<file path="config.mk">
export PLATFORM = sky130hd
export DESIGN_NAME = vga_timing_gen
export DESIGN_NICKNAME = d
export VERILOG_FILES = /design/src/rtl/vga_pkg.sv /design/src/rtl/mod_counter.sv /design/src/rtl/vga_timing_gen.sv
export SDC_FILE = /design/constraint.sdc
export NUM_CORES = 1
export LEC_CHECK = 0
export BUFFER_PORTS_ARGS = -buffer_cell sky130_fd_sc_hd__buf_2
export CAP_MARGIN = 20
export CORE_MARGIN = 2
export CORE_UTILIZATION = 50
export CTS_BUF_LIST = sky130_fd_sc_hd__clkbuf_4 sky130_fd_sc_hd__clkbuf_8
export DETAILED_ROUTE_END_ITERATION = 12
export HOLD_SLACK_MARGIN = 0.06
export PLACE_DENSITY = 0.82
export SYNTH_ARGS = -nofsm -noshare
export SYNTH_HDL_FRONTEND = slang
export SYNTH_SLANG_ARGS = --single-unit
export TNS_END_PERCENT = 50
</file>
<file path="constraint.sdc">
create_clock -name clk -period 5.26 [get_ports clk]
set_clock_uncertainty 0.2 [all_clocks]
set_input_delay 0.789 -clock clk [delete_from_list [all_inputs] [get_ports clk]]
set_output_delay 0.789 -clock clk [all_outputs]
set_load 0.05 [all_outputs]
</file>
<file path="src/rtl/vga_pkg.sv">
// Shared VGA timing constants, derived totals/sync offsets and the pixel colour type.
// Default values describe 640x480 @ 60 Hz with a 25 MHz pixel clock.
package vga_pkg;

  localparam int VGA_H_ACTIVE = 640;
  localparam int VGA_H_FP     = 16;
  localparam int VGA_H_SYNC   = 96;
  localparam int VGA_H_BP     = 48;
  localparam int VGA_V_ACTIVE = 480;
  localparam int VGA_V_FP     = 10;
  localparam int VGA_V_SYNC   = 2;
  localparam int VGA_V_BP     = 33;

  localparam int VGA_H_TOTAL  = VGA_H_ACTIVE + VGA_H_FP + VGA_H_SYNC + VGA_H_BP;
  localparam int VGA_V_TOTAL  = VGA_V_ACTIVE + VGA_V_FP + VGA_V_SYNC + VGA_V_BP;
  localparam int VGA_HS_START = VGA_H_ACTIVE + VGA_H_FP;
  localparam int VGA_HS_END   = VGA_HS_START + VGA_H_SYNC;
  localparam int VGA_VS_START = VGA_V_ACTIVE + VGA_V_FP;
  localparam int VGA_VS_END   = VGA_VS_START + VGA_V_SYNC;

  localparam int VGA_CNT_W    = 10;

  typedef struct packed {
    logic [7:0] r;
    logic [7:0] g;
    logic [7:0] b;
  } rgb_t;

  // Half-open interval test lo <= v < hi on counter-width values.
  function automatic logic in_range(input logic [VGA_CNT_W-1:0] v,
                                    input logic [VGA_CNT_W-1:0] lo,
                                    input logic [VGA_CNT_W-1:0] hi);
    return (v >= lo) && (v < hi);
  endfunction

endpackage

</file>
<file path="src/rtl/mod_counter.sv">
// Modulo-N counter with enable; tc flags the last count (N-1) so the caller can cascade.
module mod_counter #(
  parameter int N = 800,
  parameter int W = 10
) (
  input  logic         clk,
  input  logic         rst,
  input  logic         en,
  output logic [W-1:0] cnt,
  output logic         tc
);

  localparam int           LAST_I = N - 1;
  localparam logic [W-1:0] LAST   = LAST_I[W-1:0];
  localparam int           ONE_I  = 1;
  localparam logic [W-1:0] ONE    = ONE_I[W-1:0];

  logic [W-1:0] cnt_q;
  logic [W-1:0] cnt_d;

  // Next count: hold, wrap at N-1, or increment.
  always_comb begin
    cnt_d = cnt_q;
    if (!en) begin
      cnt_d = cnt_q;
    end else if (cnt_q == LAST) begin
      cnt_d = {W{1'b0}};
    end else begin
      cnt_d = cnt_q + ONE;
    end
  end

  // Count register.
  always_ff @(posedge clk) begin
    if (rst) begin
      cnt_q <= {W{1'b0}};
    end else begin
      cnt_q <= cnt_d;
    end
  end

  assign cnt = cnt_q;
  assign tc  = (cnt_q == LAST);

endmodule

</file>
<file path="src/rtl/vga_timing_gen.sv">
// VGA raster timing: half-rate pixel clock, h/v counters, and DAC outputs delayed
// one pixel behind x,y so the video generator sees zero-latency coordinates.
module vga_timing_gen
  import vga_pkg::*;
#(
  parameter int H_ACTIVE = VGA_H_ACTIVE,
  parameter int H_FP     = VGA_H_FP,
  parameter int H_SYNC   = VGA_H_SYNC,
  parameter int H_BP     = VGA_H_BP,
  parameter int V_ACTIVE = VGA_V_ACTIVE,
  parameter int V_FP     = VGA_V_FP,
  parameter int V_SYNC   = VGA_V_SYNC,
  parameter int V_BP     = VGA_V_BP
) (
  input  logic                 clk,
  input  logic                 rst,
  input  logic [7:0]           r_in,
  input  logic [7:0]           g_in,
  input  logic [7:0]           b_in,
  output logic [VGA_CNT_W-1:0] x,
  output logic [VGA_CNT_W-1:0] y,
  output logic [7:0]           vga_r,
  output logic [7:0]           vga_g,
  output logic [7:0]           vga_b,
  output logic                 vga_hsync,
  output logic                 vga_vsync,
  output logic                 vga_blank_n,
  output logic                 vga_sync_n,
  output logic                 vga_clk,
  output logic                 frame_start
);

  localparam int CW       = VGA_CNT_W;
  localparam int H_TOTAL  = H_ACTIVE + H_FP + H_SYNC + H_BP;
  localparam int V_TOTAL  = V_ACTIVE + V_FP + V_SYNC + V_BP;
  localparam int HS_START = H_ACTIVE + H_FP;
  localparam int HS_END   = HS_START + H_SYNC;
  localparam int VS_START = V_ACTIVE + V_FP;
  localparam int VS_END   = VS_START + V_SYNC;

  localparam logic [CW-1:0] H_ACT_C = H_ACTIVE[CW-1:0];
  localparam logic [CW-1:0] V_ACT_C = V_ACTIVE[CW-1:0];
  localparam logic [CW-1:0] HS_S_C  = HS_START[CW-1:0];
  localparam logic [CW-1:0] HS_E_C  = HS_END[CW-1:0];
  localparam logic [CW-1:0] VS_S_C  = VS_START[CW-1:0];
  localparam logic [CW-1:0] VS_E_C  = VS_END[CW-1:0];

  logic          p_q;
  logic          v_en_s;
  logic [CW-1:0] h_cnt_s;
  logic [CW-1:0] v_cnt_s;
  logic          h_tc_s;
  logic          v_tc_s;
  logic          active_s;
  logic          hsync_d, vsync_d, frame_d;
  logic          hsync_q, vsync_q, blank_q, frame_q;
  rgb_t          pix_s, rgb_d, rgb_q;

  // p_q high means the coming clk edge is a pixel edge (vga_clk about to fall).
  assign v_en_s = p_q & h_tc_s;

  mod_counter #(.N(H_TOTAL), .W(CW)) u_h_cnt (
    .clk (clk),
    .rst (rst),
    .en  (p_q),
    .cnt (h_cnt_s),
    .tc  (h_tc_s)
  );

  mod_counter #(.N(V_TOTAL), .W(CW)) u_v_cnt (
    .clk (clk),
    .rst (rst),
    .en  (v_en_s),
    .cnt (v_cnt_s),
    .tc  (v_tc_s)
  );

  // Decode the current pixel into the values captured at the next pixel edge.
  always_comb begin
    pix_s    = {r_in, g_in, b_in};
    active_s = (h_cnt_s < H_ACT_C) && (v_cnt_s < V_ACT_C);
    hsync_d  = ~in_range(h_cnt_s, HS_S_C, HS_E_C);
    vsync_d  = ~in_range(v_cnt_s, VS_S_C, VS_E_C);
    frame_d  = p_q & h_tc_s & v_tc_s;
    rgb_d    = 24'h000000;
    if (active_s) begin
      rgb_d = pix_s;
    end else begin
      rgb_d = 24'h000000;
    end
  end

  // Pixel-clock toggle, one-clk frame pulse, and pixel-edge output registers.
  always_ff @(posedge clk) begin
    if (rst) begin
      p_q     <= 1'b0;
      frame_q <= 1'b0;
      hsync_q <= 1'b1;
      vsync_q <= 1'b1;
      blank_q <= 1'b0;
      rgb_q   <= 24'h000000;
    end else begin
      p_q     <= ~p_q;
      frame_q <= frame_d;
      if (p_q) begin
        hsync_q <= hsync_d;
        vsync_q <= vsync_d;
        blank_q <= active_s;
        rgb_q   <= rgb_d;
      end
    end
  end

  assign x           = h_cnt_s;
  assign y           = v_cnt_s;
  assign vga_r       = rgb_q.r;
  assign vga_g       = rgb_q.g;
  assign vga_b       = rgb_q.b;
  assign vga_hsync   = hsync_q;
  assign vga_vsync   = vsync_q;
  assign vga_blank_n = blank_q;
  assign vga_sync_n  = 1'b0;
  assign vga_clk     = p_q;
  assign frame_start = frame_q;

endmodule

</file>
==> summary.md <==
| Metric | Value |
|---|---|
| Post-CTS sizing | `0` |
| Syn Area/Cell | `9.88 µm²` |
| Vias per inst | `5.48` |
| Grt ovf | `0` |
| CP Max Fanout | `7` |
| Core area | `0.00372 mm²` |
| Share of the synthesized area in the top cell type | `50.1%` |
| Commonest non-fill, non-tap cell in the layout | `buf_2` |
| CTS tree | `built` |
| Global-route wire length before repair | `6960 µm` |
| Final period utilization | `46.2%` |
| Largest net degree at the start of global routing | `27` |
| Critical Path AT | `2.48 ns` |
| Startpoint types | `register` |
| Nets | `298` |
| Worst-Skew Late Latency | `0.30 ns` |
| Non-filler cells, final | `317` |
| Worst-case reg-to-reg path depth | `5` |
| Most frequent cells in the layout | `buf_2, dfxtp_1, a22o_1, nor2_1, nand3_1` |
| Worst min path class | `register to register` |
| Initial antenna violation count | `0` |
| Synth cell types | `36` |
| Yosys reg bits | `49` |
| Post-synthesis net count | `228` |
| Hold_sp | `vga_blank_n` |
| Area contributors post-synth | `dfxtp_1, a22o_1, xnor2_1` |
| # diodes | `0` |
| Worst reg2reg startpoint | `u_h_cnt.cnt[0]` |
| Yosys top cell by area | `dfxtp_1` |
| Critical Path End Type | `register` |
| Layout cell share with drive strength beyond 1 | `33.1%` |
| Die width | `66.6 µm` |
| Clock root buffer | `clkbuf_8` |
| Final hold viol count | `0` |
| WL per Instance | `13.8 µm` |
| Hold path depth | `1` |
| Total Wirelength | `4370 µm` |
| Worst-path clk slew | `0.09 ns` |
| CTS max path bufs | `2` |
| Drt first-iter violations | `159` |
| Max IR drop VDD | `0.200 mV` |
| Yosys warnings | `0` |
| Total track usage | `20.7%` |
| Async set-reset flop share out of synthesis | `0%` |
| Status | `finished clean` |
| Unrepaired setup endpoints after global routing | `no` |
| Tmin final | `2.43 ns` |
| Hold path endpoint | `vga_blank_n` |
| Cell count after synthesis | `198` |
| Remaining DRCs | `0` |
| Reg-to-reg endpoint | `u_v_cnt.cnt[8]` |
| CTS HTree Levels | `2` |
| Total CTS buffers | `5` |
| P per Cell Area | `294 mW/mm²` |
| Placement Setup Slack | `2.59 ns` |
| EDFF count, synth | `0` |
| Setup slack after layout | `2.83 ns` |
| Prevailing post-synth register cell | `dfxtp_1` |
| Sink Count | `49` |
| Vias in the first global route | `1533` |
| DR pass1 iterations | `4` |
| Crit path kind | `register to register` |
| Rows | `22` |
| Area growth, synth to finish | `24.8%` |
| I/O Buffers | `74` |
| GPL Wtd Cong | `0.796` |
| Die Y | `66.6 µm` |
| CTS Hold Buffers Added | `0` |
| Setup Buffers After CTS | `0` |
| Setup tns final | `0 ns` |
| Max_cap viols | `0` |
| Worst path required time | `5.30 ns` |
| Pwr Total | `0.000717 W` |
| Part of the Yosys area used for sequential elements | `50.1%` |
| R2R setup slack | `2.83 ns` |
| HPWL after detailed placement | `3110 µm` |
| Die area | `0.00443 mm²` |
| Vias | `1738` |
| Antenna Nets Post-Route | `0` |
| Syn Std Cell Area | `0.00196 mm²` |
| DP Cell Count | `308` |
| Fmax | `411 MHz` |
| Post-layout util | `65.7%` |
| Final setup violation count | `0` |
| Pins Over Slew Limit | `0` |
| Starting density of the core | `52.7%` |
| IO Pins | `76` |
| P_leak | `1.08 nW` |
## per-stage QoR
stage | hold WS (ns) | instance area, µm²
after floorplan | 0.516 | 1960
after global placement | 0.233 | 2340
after detailed placement | 0.256 | 2340
after CTS | 0.279 | 2430
after global routing | 0.288 | 2440
final | 0.268 | 2440
## synth_stat cells, types with 4 or more instances
master     n
xnor2_1    9
nand3_1   10
ha_1       4
nor4_1     4
nand4_1    8
a22o_1    24
nor3_1     6
nand2_1    7
or3_1      5
a21oi_1    5
clkbuf_1   9
o21ai_0    4
inv_1      5
nand2b_1   5
xor2_1     5
dfxtp_1   49
nor2_1    16
## how the worst max path moves through the flow
stage                               from  slack (ns)              to  cells after the start
after floorplan           u_h_cnt.cnt[0]        2.66  u_v_cnt.cnt[8]                      6
after detailed placement             rst        2.59        vga_b[4]                      4
after CTS                 u_h_cnt.cnt[0]        2.83  u_v_cnt.cnt[8]                      5
after global placement               rst        2.64        vga_g[3]                      4
final                     u_h_cnt.cnt[0]        2.83  u_v_cnt.cnt[8]                      5
after global routing      u_h_cnt.cnt[0]        2.70  u_v_cnt.cnt[9]                      5
## layer usage
metal	routed length [µm]	track usage (%)	share of wire, %	vias to the layer above
li1	-	-	-	853
met1	1980	27.2	45	802
met2	1980	31.6	45	79
met3	369	6.93	8.4	4
met4	38	7.14	0.87	0
met5	0	0	0	-
## power breakdown
group | total (W) | leakage (nW) | internal, W | switching [W]
Clock | 0.000223 | 0.0490 | 0.000100 | 0.000123
Sequential | 0.000394 | 0.399 | 0.000384 | 0.00000986
Combinational | 0.0000993 | 0.634 | 0.0000284 | 0.0000708
## critical path, stage by stage, from the launching register on
cell and delay (ns):
dfxtp_1 0.41, ha_1 0.25, nand4_1 0.30, or3_1 0.53, or4_4 0.55, a21oi_2 0.13
## sequential cells by signal, summed over array words and instances, names as in the netlist, 8 cells and up
register / flops
u_h_cnt.cnt: 10
u_v_cnt.cnt: 10
vga_b: 8
vga_g: 8
vga_r: 8
## cells by family (layout without fill, tap and decap cells)
family / after synthesis / after routing / synth area share (%)
and+or+nand+nor: 73 / 73 / 21.1
DFF: 49 / 49 / 50.1
AOI/OAI and AO/OA: 39 / 39 / 15.6
buffers and inverters: 18 / 89 / 4.16
xor gates and xnor gates: 14 / 14 / 6.27
adders and majority gates: 4 / 4 / 2.56
other: 1 / 1 / 0.192
## layout make-up
cell class	count	area [µm²]
fill	312	1270
sequential	49	981
multi-input combinational	131	903
timing repair buffer	76	389
clock buffer	6	76.3
tap	48	60.1
inverter	5	18.8
clock inverter	2	13.8
No activity file was read; power rests on OpenSTA's default activity.
